==> config.mk <==
export PLATFORM = sky130hd
export DESIGN_NAME = mem_port_arbiter
export DESIGN_NICKNAME = d
export VERILOG_FILES = /design/src/rtl/mem_arb_pkg.sv /design/src/rtl/rr_pick4.sv /design/src/rtl/mem_port_arbiter.sv
export SDC_FILE = /design/constraint.sdc
export NUM_CORES = 1
export LEC_CHECK = 0
export BUFFER_PORTS_ARGS = -buffer_cell sky130_fd_sc_hd__clkbuf_2
export CORE_ASPECT_RATIO = 1.4
export CORE_MARGIN = 1
export CORE_UTILIZATION = 44
export CTS_CLUSTER_DIAMETER = 40
export DETAILED_ROUTE_END_ITERATION = 12
export GPL_TIMING_DRIVEN = 0
export PLACE_DENSITY = 0.77
export SLEW_MARGIN = 20
export SYNTH_ARGS = -nofsm -noshare
export SYNTH_HDL_FRONTEND = slang
export SYNTH_HIERARCHICAL = 1
export SYNTH_SLANG_ARGS = --single-unit
==> constraint.sdc <==
create_clock -name clk -period 3.33 [get_ports clk]
set_input_delay 0 -clock clk [delete_from_list [all_inputs] [get_ports clk]]
set_output_delay 0 -clock clk [all_outputs]
set_load 0.01 [all_outputs]
==> src/rtl/mem_arb_pkg.sv <==
// -----------------------------------------------------------------------------
// mem_arb_pkg
//   Shared types and constants for the data-port arbiter between the four
//   cores and the single data port of mem.
//
//   NCORES      number of request channels (fixed at 4)
//   RD_LAT_MAX  largest supported memory read latency
//   core_id_t   2-bit core index
//   tag_t       {valid, core_id} carried alongside an outstanding load
//   core_onehot helper turning a core index into a one-hot core vector
// -----------------------------------------------------------------------------
package mem_arb_pkg;

   localparam int NCORES     = 4;
   localparam int RD_LAT_MAX = 4;

   typedef logic [1:0] core_id_t;

   typedef struct packed {
      logic     valid;
      core_id_t core_id;
   } tag_t;

   function automatic logic [NCORES-1:0] core_onehot(input core_id_t id);
      logic [NCORES-1:0] oh;
      oh     = '0;
      oh[id] = 1'b1;
      return oh;
   endfunction

endpackage

==> src/rtl/rr_pick4.sv <==
// -----------------------------------------------------------------------------
// rr_pick4
//   Combinational 4-way round-robin picker. Scans the eligible mask starting
//   at the pointer position and wrapping modulo 4; the first set bit wins.
//
//   elig_i  eligible requesters
//   ptr_i   round-robin start position
//   gnt_o   one-hot grant (all zero when nothing is eligible)
//   idx_o   index of the granted requester (0 when nothing is eligible)
// -----------------------------------------------------------------------------
module rr_pick4
   import mem_arb_pkg::*;
(
   input  logic [NCORES-1:0] elig_i,
   input  core_id_t          ptr_i,
   output logic [NCORES-1:0] gnt_o,
   output core_id_t          idx_o
);

   logic     found;
   core_id_t cand;

   always_comb begin
      gnt_o = '0;
      idx_o = '0;
      found = 1'b0;
      cand  = ptr_i;
      for (int unsigned k = 0; k < NCORES; k++) begin
         // core_id_t arithmetic wraps naturally modulo 4
         cand = ptr_i + core_id_t'(k);
         if (!found && elig_i[cand]) begin
            gnt_o[cand] = 1'b1;
            idx_o       = cand;
            found       = 1'b1;
         end
      end
   end

endmodule

==> src/rtl/mem_port_arbiter.sv <==
// -----------------------------------------------------------------------------
// mem_port_arbiter
//   Shares the single data port of mem between four cores. Each core has a
//   valid/ready request channel; one request is granted per cycle in
//   round-robin order among cores that are both requesting and running.
//   The granted request is registered into the issue stage, which drives the
//   memory read or write strobe for one cycle. Loads carry a tag through a
//   RD_LAT-deep pipe so the returning mem_rdata is routed to the right core.
//
//   Optional feature: define MEM_ARB_WPRIO_EN to give stores priority over
//   loads (stores round-robin among themselves, loads only win when no store
//   is eligible; both classes share one pointer).
//
//   Ports
//     clk, reset            clock, synchronous active-high reset
//     run_mask              per-core run enable (pauseResume bits)
//     req_valid/write       per-core request and store(1)/load(0) flag
//     req_addr/req_wdata    packed per-core address/store data
//     req_ready             one-hot grant, combinational
//     resp_valid/resp_data  one-hot load return and its data
//     mem_ren/mem_raddr     memory read port
//     mem_wen/mem_waddr/
//     mem_wdata             memory write port
//     mem_rdata             memory read data, RD_LAT cycles after mem_ren
// -----------------------------------------------------------------------------
module mem_port_arbiter #(
   parameter int NCORES = 4,
   parameter int AW     = 15,
   parameter int DW     = 16,
   parameter int RD_LAT = 1
) (
   input  logic                 clk,
   input  logic                 reset,
   input  logic [NCORES-1:0]    run_mask,
   input  logic [NCORES-1:0]    req_valid,
   input  logic [NCORES-1:0]    req_write,
   input  logic [NCORES*AW-1:0] req_addr,
   input  logic [NCORES*DW-1:0] req_wdata,
   output logic [NCORES-1:0]    req_ready,
   output logic [NCORES-1:0]    resp_valid,
   output logic [DW-1:0]        resp_data,
   output logic                 mem_ren,
   output logic [AW-1:0]        mem_raddr,
   output logic                 mem_wen,
   output logic [AW-1:0]        mem_waddr,
   output logic [DW-1:0]        mem_wdata,
   input  logic [DW-1:0]        mem_rdata
);

   import mem_arb_pkg::*;

   // ---------------------------------------------------------------- arbitration
   logic [NCORES-1:0] elig;
   logic [NCORES-1:0] cand;
   logic [NCORES-1:0] gnt;
   core_id_t          gnt_idx;
   logic              gnt_any;
   core_id_t          rr_ptr_q;

   always_comb begin
      elig = req_valid & run_mask;
      cand = elig;
`ifdef MEM_ARB_WPRIO_EN
      // any eligible store shuts loads out of this cycle's competition
      if (|(elig & req_write)) begin
         cand = elig & req_write;
      end
`else
`endif
   end

   rr_pick4 u_pick (
      .elig_i (cand),
      .ptr_i  (rr_ptr_q),
      .gnt_o  (gnt),
      .idx_o  (gnt_idx)
   );

   assign req_ready = reset ? '0 : gnt;
   assign gnt_any   = |gnt & ~reset;

   // ---------------------------------------------------------- granted request
   logic          sel_write;
   logic [AW-1:0] sel_addr;
   logic [DW-1:0] sel_wdata;

   always_comb begin
      sel_write = 1'b0;
      sel_addr  = '0;
      sel_wdata = '0;
      for (int unsigned i = 0; i < NCORES; i++) begin
         if (gnt[i]) begin
            sel_write = req_write[i];
            sel_addr  = req_addr[i*AW +: AW];
            sel_wdata = req_wdata[i*DW +: DW];
         end
      end
   end

   // ------------------------------------------------------- issue register next
   logic          ren_d,   ren_q;
   logic          wen_d,   wen_q;
   logic [AW-1:0] raddr_d, raddr_q;
   logic [AW-1:0] waddr_d, waddr_q;
   logic [DW-1:0] wdata_d, wdata_q;
   core_id_t      issue_core_d, issue_core_q;
   core_id_t      rr_ptr_d;

   always_comb begin
      ren_d        = gnt_any & ~sel_write;
      wen_d        = gnt_any & sel_write;
      // address/data lines idle at zero when their strobe is low
      raddr_d      = ren_d ? sel_addr  : '0;
      waddr_d      = wen_d ? sel_addr  : '0;
      wdata_d      = wen_d ? sel_wdata : '0;
      issue_core_d = gnt_idx;
      rr_ptr_d     = gnt_any ? core_id_t'(gnt_idx + 2'd1) : rr_ptr_q;
   end

   // ------------------------------------------------------ tag pipe / response
   tag_t              pipe_q [RD_LAT];
   tag_t              tag_exit;
   logic [NCORES-1:0] resp_valid_d, resp_valid_q;
   logic [DW-1:0]     resp_data_d,  resp_data_q;

   // the issue stage holds the load during the cycle mem_ren is high, so the
   // tag enters the pipe then and exits exactly when mem_rdata is valid
   assign tag_exit = pipe_q[RD_LAT-1];

   always_comb begin
      resp_valid_d = '0;
      resp_data_d  = resp_data_q;
      if (tag_exit.valid) begin
         resp_valid_d = core_onehot(tag_exit.core_id);
         resp_data_d  = mem_rdata;
      end
   end

   // ------------------------------------------------------------------ state
   always_ff @(posedge clk) begin
      if (reset) begin
         rr_ptr_q     <= '0;
         ren_q        <= 1'b0;
         wen_q        <= 1'b0;
         raddr_q      <= '0;
         waddr_q      <= '0;
         wdata_q      <= '0;
         issue_core_q <= '0;
         for (int unsigned i = 0; i < RD_LAT; i++) begin
            pipe_q[i] <= '0;
         end
         resp_valid_q <= '0;
         resp_data_q  <= '0;
      end else begin
         rr_ptr_q     <= rr_ptr_d;
         ren_q        <= ren_d;
         wen_q        <= wen_d;
         raddr_q      <= raddr_d;
         waddr_q      <= waddr_d;
         wdata_q      <= wdata_d;
         issue_core_q <= issue_core_d;
         pipe_q[0]    <= '{valid: ren_q, core_id: issue_core_q};
         for (int unsigned i = 1; i < RD_LAT; i++) begin
            pipe_q[i] <= pipe_q[i-1];
         end
         resp_valid_q <= resp_valid_d;
         resp_data_q  <= resp_data_d;
      end
   end

   assign mem_ren    = ren_q;
   assign mem_raddr  = raddr_q;
   assign mem_wen    = wen_q;
   assign mem_waddr  = waddr_q;
   assign mem_wdata  = wdata_q;
   assign resp_valid = resp_valid_q;
   assign resp_data  = resp_data_q;

endmodule

==> results of run 1 <==
==> cells in the final DEF (no fill, tap or decap), types with 2 or more instances in the layout <==
master	n
clkbuf_16	9
clkbuf_2	233
mux2i_1	18
o21ai_1	4
ha_1	4
a211oi_1	45
a22oi_1	8
nand2_1	32
buf_8	3
a211oi_2	5
clkbuf_1	9
dfxtp_1	73
o21ai_2	2
bufinv_16	2
nand2b_4	2
dlygate4sd3_1	48
inv_1	33
clkbuf_4	7
and2_1	4
nand3b_1	33
buf_4	5
clkbuf_8	2
buf_6	3
buf_2	10
nor2b_1	10
nor4bb_1	2
a221o_1	31
mux4_2	3
a21oi_1	31
nor2_1	22
==> worst register-to-register path: stages (launching register included) <==
cell	delay, ns
dfxtp_4	0.39
buf_6	0.16
inv_1	0.10
ha_4	0.32
mux4_2	0.41
buf_4	0.20
a22oi_1	0.19
o21ai_1	0.09
buf_6	0.14
or4_4	0.58
nand2b_4	0.12
buf_8	0.15
buf_8	0.15
a211oi_1	0.07
==> state kept, by name, summed over array words and instances, names as in the netlist <==
signal / cells
resp_valid: 4
mem_raddr: 15
rr_ptr_q: 2
mem_wen: 1
mem_ren: 1
pipe_q: 3
mem_waddr: 15
issue_core_q: 2
mem_wdata: 16
resp_data: 16
==> path summary, 6_finish.rpt <==
path	start	to	slack, ns
setup / recovery	rr_ptr_q[0]	mem_raddr[2]	0.16
hold / removal	req_wdata[34]	mem_wdata[2]	0.03
setup reg to reg	rr_ptr_q[0]	mem_raddr[2]	0.16
hold reg to reg	issue_core_q[0]	pipe_q[0][0]	0.45
==> Yosys cell counts, drive strengths merged <==
library cell  number  area (um^2)
o21bai             1         7.51
a32oi              1         8.76
and4b              1         10.0
xnor2              1         8.76
and3               1         6.26
nor4bb             2         20.0
a211o              1         8.76
inv               34          128
nor2              22         82.6
and2               4         25.0
nand2             32          120
nand2b             2         27.5
nor3               2         21.3
o31ai              1         7.51
buf               24          163
or4                1         11.3
dfxtp             75         1500
a211oi            50          380
o21a               1         7.51
mux2i             18          180
nor4b              1         8.76
clkbuf            17         63.8
ha                 5         62.6
o22ai              1         6.26
nor2b             11         76.3
mux4               4         93.8
a22oi              8         60.1
nor3b              1         7.51
a21oi             31          155
o21ai              7         35.0
nand3b            33          248
a22o               1         8.76
a221o             31          310
==> layer usage <==
metal	share of wire	vias to the layer above	global-route usage
met5	0	-	0
met1	0.38	2096	0.328
met3	0.066	56	0.0637
li1	-	2133	-
met2	0.51	229	0.515
met4	0.042	0	0.173
==> layout make-up <==
type,instances,area [um^2],share of cell area
repair buffers,276,1630,0.270
flip-flops and latches,75,1510,0.249
clock inverters,4,72.6,0.0120
well taps,105,131,0.0217
inverters,34,128,0.0211
clock buffers,12,256,0.0425
multi-input cells,275,2050,0.339
plain buffers,41,267,0.0441
==> report_power, final <==
group	switching, mW	internal [mW]	total [mW]
sequential	0.0952	1.13	1.23
combinational	1.90	1.44	3.34
clock	0.370	0.696	1.07
total	2.37	3.27	5.63
==> repair_timing <==
item,CTS,global route
setup endpoints to repair,52,52
hold buffers,48,0
endpoints found under the hold margin,64,0
setup buffers,3,0
gates resized for setup,11,27
pin swaps,2,1
==> cell families after synthesis <==
logic type      Yosys count  share of synthesized area
simple gates            113                      0.172
buf+inv                  75                     0.0917
flops                    75                      0.389
xor+xnor                  1                    0.00227
fa+ha+maj                 5                     0.0162
mux                      22                     0.0710
compound gates          134                      0.258
==> stage by stage <==
stage / cells / hold slack (ns) / instance area, um^2 / setup slack [ns]
after floorplan: 425 / 0.0775 / 3860 / 0.294
after global placement: 755 / 0.233 / 5120 / -0.291
after detailed placement: 755 / 0.245 / 5120 / -0.363
after CTS: 822 / 0.0271 / 5970 / 0.00944
after global routing: 822 / 0.0400 / 6040 / 0.00916
final: 822 / 0.0333 / 6040 / 0.157
==> results.tsv, run 1 <==
stage	metric	value	unit
sta	worst-margin pin slew	0.535	ns
cells_and_area	FILL cells	661	
critical_path	delay-heaviest family, CP	buffers and inverters	
floorplanning	Die Y	113	um
sta	RSZ-0062 raised after global routing	no	
critical_path	Crit path depth	13	
global_routing	GRT overflow	0	
floorplanning	initial cell density of the core	0.451	
synth	Netlist cell types	41	
power_and_ir_drop	Pleak	2.77	nW
critical_path	CP max stage delay	0.58	ns
sta	setup TNS	0	ns
global_routing	GRT Total Usage	0.298	
sta	Slew Limit Headroom	0.643	
critical_path	r2r worst-path depth	13	
cts	latest clock arrival within the worst-skew pair	0.33	ns
floorplanning	Die ar.	0.00916	mm^2
drt	Avg Vias per Cell	5.49	
cts	clock sink total	75	
cells_and_area	synthesis-to-finish area growth	56.4	%
power_and_ir_drop	pwr/cell area	932	mW/mm^2
global_routing	largest net degree at the start of global routing	13	
global_routing	vias in the first global route	4350	
floorplanning	I/O Pins	226	
synth	net count after synthesis	584	
drt	Pre-antenna DRT Iters	5	
critical_path	Startpoint Class	flop	
cells_and_area	diodes inserted	0	
critical_path	CP max stage cell	or4_4	
floorplanning	# rows	40	
min_path	Hold WC Path Type	input port to flop	
sta	fin. max-slew vios	0	
global_routing	antenna violations before repair	0	
synth	Synth Instances	425	
sta	fmax	315	MHz
place	gpl congestion	0.904	
min_path	hold path depth	4	
floorplanning	Chip Width	81.2	um
power_and_ir_drop	Peak VDD IR	634	uV
cts	CTS tree	built	
power_and_ir_drop	Overall Power	5.63	mW
critical_path	Bufs and invs on worst path	6	
critical_path	Setup Crit Path Kind	flop to flop	
synth	Seq cells post-synth	75	
cts	clk slew on worst S/H paths	0.06	ns
drt	DRT iter0 DRCs	268	
cts	clk buf depth	2	
drt	antenna viol nets, final	0	
floorplanning	CORE AREA	0.00856	mm^2
critical_path	crit-path cells	buf_6 > inv_1 > ha_4 > mux4_2 > buf_4 > a22oi_1 > o21ai_1 > buf_6 > or4_4 > nand2b_4 > buf_8 > buf_8 > a211oi_1	
cells_and_area	layout cells sized above 1	0.413	
cts	CTS Buf Count	9	
cells_and_area	final core utilization	0.706	
sta	Fin. Hold Viols	0	
synth	Synth warnings	6	
cts	htree depth	3	
cts	root buffer cell	clkbuf_16	
critical_path	CP required	3.54	ns
drt	Detailed Route WL	13800	um
flow_run	Max Cap Violations	0	
critical_path	Max FO, Critical Path	10	
sta	Setup violations, final	0	
sta	Fin Clk Skew	0.00286	ns
drt	vias	4514	
place	Final HPWL DP	10000	um
synth	syn_area_per_cell	9.09	um^2
sta	Final Critical Period	3.17	ns
drt	Post-route DRC	0	
global_routing	first-pass GRT wire length	20800	um
critical_path	CP arrival	3.39	ns
place	Port Buffers	225	
synth	mapped cell area	0.00386	mm^2
critical_path	crit end category	flop	
cells_and_area	nets@finish	871	
sta	fin crit share	0.953	
synth	sequential-to-total area share from yosys stat	0.389	
status	outcome	completed	
drt	drt wl/cell	16.7	um
Note: power is estimated with default switching activity, not from simulation.
==> inputs of run 2 (changes only) <==
--- a/config.mk
+++ b/config.mk
@@ -13,6 +13,7 @@
 export DETAILED_ROUTE_END_ITERATION = 12
 export GPL_TIMING_DRIVEN = 0
 export PLACE_DENSITY = 0.77
+export RECOVER_POWER = 100
 export SLEW_MARGIN = 20
 export SYNTH_ARGS = -nofsm -noshare
 export SYNTH_HDL_FRONTEND = slang
==> results.tsv, run 2 (same netlist as run 1, synthesis figures left out) <==
stage	metric	value	unit	change
status	outcome	completed		unchanged
cells_and_area	nets@finish	871		unchanged
global_routing	antenna violations before repair	0		unchanged
sta	Setup violations, final	0		unchanged
global_routing	first-pass GRT wire length	20800	um	unchanged
critical_path	r2r setup slk	0.13	ns	was 0.16 ns
place	dpl ws	-0.363	ns	unchanged
drt	Post-route DRC	0		unchanged
global_routing	vias in the first global route	4350		unchanged
global_routing	largest net degree at the start of global routing	13		unchanged
drt	Pre-antenna DRT Iters	4		was 5
drt	vias	4490		was 4,514
drt	metal2 WL	7110	um	was 7080 um
cts	latest clock arrival within the worst-skew pair	0.33	ns	about the same
cts	htree depth	3		unchanged
critical_path	crit end category	flop		unchanged
floorplanning	I/O Pins	226		unchanged
cells_and_area	synthesis-to-finish area growth	53.8	%	was 56.4%
sta	Slew Limit Headroom	0.637		was 0.643
power_and_ir_drop	Pleak	2.53	nW	was 2.77 nW
drt	Avg Vias per Cell	5.46		was 5.49
sta	Fin. Hold Viols	0		unchanged
floorplanning	# rows	40		unchanged
cts	clock sink total	75		unchanged
place	Final HPWL DP	10000	um	unchanged
sta	Fin Clk Skew	0.00274	ns	was 0.00286 ns
drt	DRT iter0 DRCs	274		was 268
drt	drt wl/cell	16.8	um	was 16.7 um
place	Inst Count DP	755		unchanged
min_path	Hold WC Path Type	input port to flop		unchanged
global_routing	GRT overflow	0		unchanged
critical_path	CP arrival	3.42	ns	was 3.39 ns
power_and_ir_drop	pwr/cell area	935	mW/mm^2	was 932 mW/mm^2
cts	root buffer cell	clkbuf_16		unchanged
cts	clk buf depth	2		unchanged
cells_and_area	FILL cells	718		was 661
power_and_ir_drop	Peak VDD IR	611	uV	was 634 uV
cts	clk slew on worst S/H paths	0.06	ns	about the same
cts	CTS Buf Count	9		unchanged
sta	worst-margin pin slew	0.544	ns	was 0.535 ns
cts	CTS tree	built		unchanged
cells_and_area	layout cells sized above 1	0.317		was 0.413
global_routing	GRT Total Usage	0.298		unchanged
sta	fin crit share	0.962		was 0.953
floorplanning	Chip Width	81.2	um	unchanged
flow_run	Max Cap Violations	0		unchanged
cells_and_area	most common cell after layout, fill and taps aside	clkbuf_2		unchanged
sta	Setup WS post-layout	0.128	ns	was 0.157 ns
critical_path	Max FO, Critical Path	10		unchanged
drt	Detailed Route WL	13800	um	about the same
drt	met3 WL post-DR	821	um	was 905 um
floorplanning	Die Y	113	um	unchanged
critical_path	Setup Crit Path Kind	flop to flop		unchanged
drt	highest routed layer	met4		unchanged
drt	M1 wire length	5390	um	was 5190 um
floorplanning	initial cell density of the core	0.451		unchanged
cells_and_area	commonest cells after routing, fill and taps aside	168 x clkbuf_2, 78 x clkbuf_1, 73 x dfxtp_1, 48 x dlygate4sd3_1, 45 x a211oi_1		was 233 x clkbuf_2, 73 x dfxtp_1, 48 x dlygate4sd3_1, 45 x a211oi_1
drt	antenna viol nets, final	0		unchanged
place	gpl congestion	0.904		unchanged
cells_and_area	diodes inserted	0		unchanged
sta	Final Critical Period	3.20	ns	was 3.17 ns
sta	fin. max-slew vios	0		unchanged
floorplanning	Die ar.	0.00916	mm^2	unchanged
floorplanning	CORE AREA	0.00856	mm^2	unchanged
place	Port Buffers	225		unchanged
critical_path	CP required	3.54	ns	about the same
sta	RSZ-0062 raised after global routing	no		unchanged
critical_path	Startpoint Class	flop		unchanged
cells_and_area	final cell count without fillers	822		unchanged
sta	fmax	312	MHz	was 315 MHz
-- run 2: changes by cell type in the layout (fill, tap and decap cells not counted) --
cell and delta:
clkbuf_4 -1, clkbuf_2 -65, buf_8 -3, clkbuf_1 +69, buf_2 -2, buf_4 -1, buf_6 +3
-- run 2: worst paths after layout --
path | to | cells after the start | start
worst max-delay path | mem_raddr[2] | 13 | rr_ptr_q[0]
worst min-delay path | mem_wdata[3] | 4 | req_wdata[35]
worst max register to register | mem_raddr[2] | 13 | rr_ptr_q[0]
worst min register to register | pipe_q[0][1] | 1 | issue_core_q[1]
-- run 2: timing repair --
item	4_1_cts	5_1_grt
pin swaps	2	1
hold endpoints to repair	64	0
setup endpoints to repair	52	52
buffers inserted	3	0
resized for setup	11	27
cloned	0	0
hold buffers	48	0
-- run 2: critical path: stages (launching register included) --
cell      delay [ns]
dfxtp_4         0.39
buf_6           0.15
inv_1           0.10
ha_4            0.32
mux4_2          0.41
clkbuf_2        0.19
a22oi_1         0.20
o21ai_1         0.09
buf_6           0.14
or4_4           0.58
nand2b_4        0.11
buf_6           0.16
buf_6           0.16
a211oi_1        0.07
-- run 2: power breakdown --
part	total [mW]	internal, mW	switching [mW]
clock	1.06	0.696	0.368
combinational	3.26	1.36	1.90
sequential	1.23	1.13	0.0944
-- run 2: per-layer routing --
layer / track usage / vias to the layer above
met1: 0.328 / 2101
met5: 0 / -
met4: 0.173 / 0
li1: - / 2136
met3: 0.0637 / 49
met2: 0.515 / 204
-- run 2: cell type report --
type                            instances  area (um^2)  area share
Multi-Input combinational cell        275         2050       0.345
Timing Repair Buffer                  276         1540       0.259
Sequential cell                        75         1510       0.254
Clock buffer                           12          256      0.0432
Buffer                                 41          253      0.0426
Tap cell                              105          131      0.0221
Inverter                               34          128      0.0215
Clock inverter                          4         72.6      0.0122
-- run 2: stage by stage --
stage	utilization	area, um^2	total power, mW	hold WS, ns	setup TNS [ns]
2_1_floorplan	-	3860	3.40	0.0775	0
3_3_place_gp	0.598	5120	4.24	0.233	-9.97
3_5_place_dp	0.598	5120	4.31	0.245	-12.77
4_1_cts	0.698	5970	5.50	0.0271	0
5_1_grt	0.694	5940	5.86	0.0409	0
6_report	0.694	5940	5.55	0.0306	0
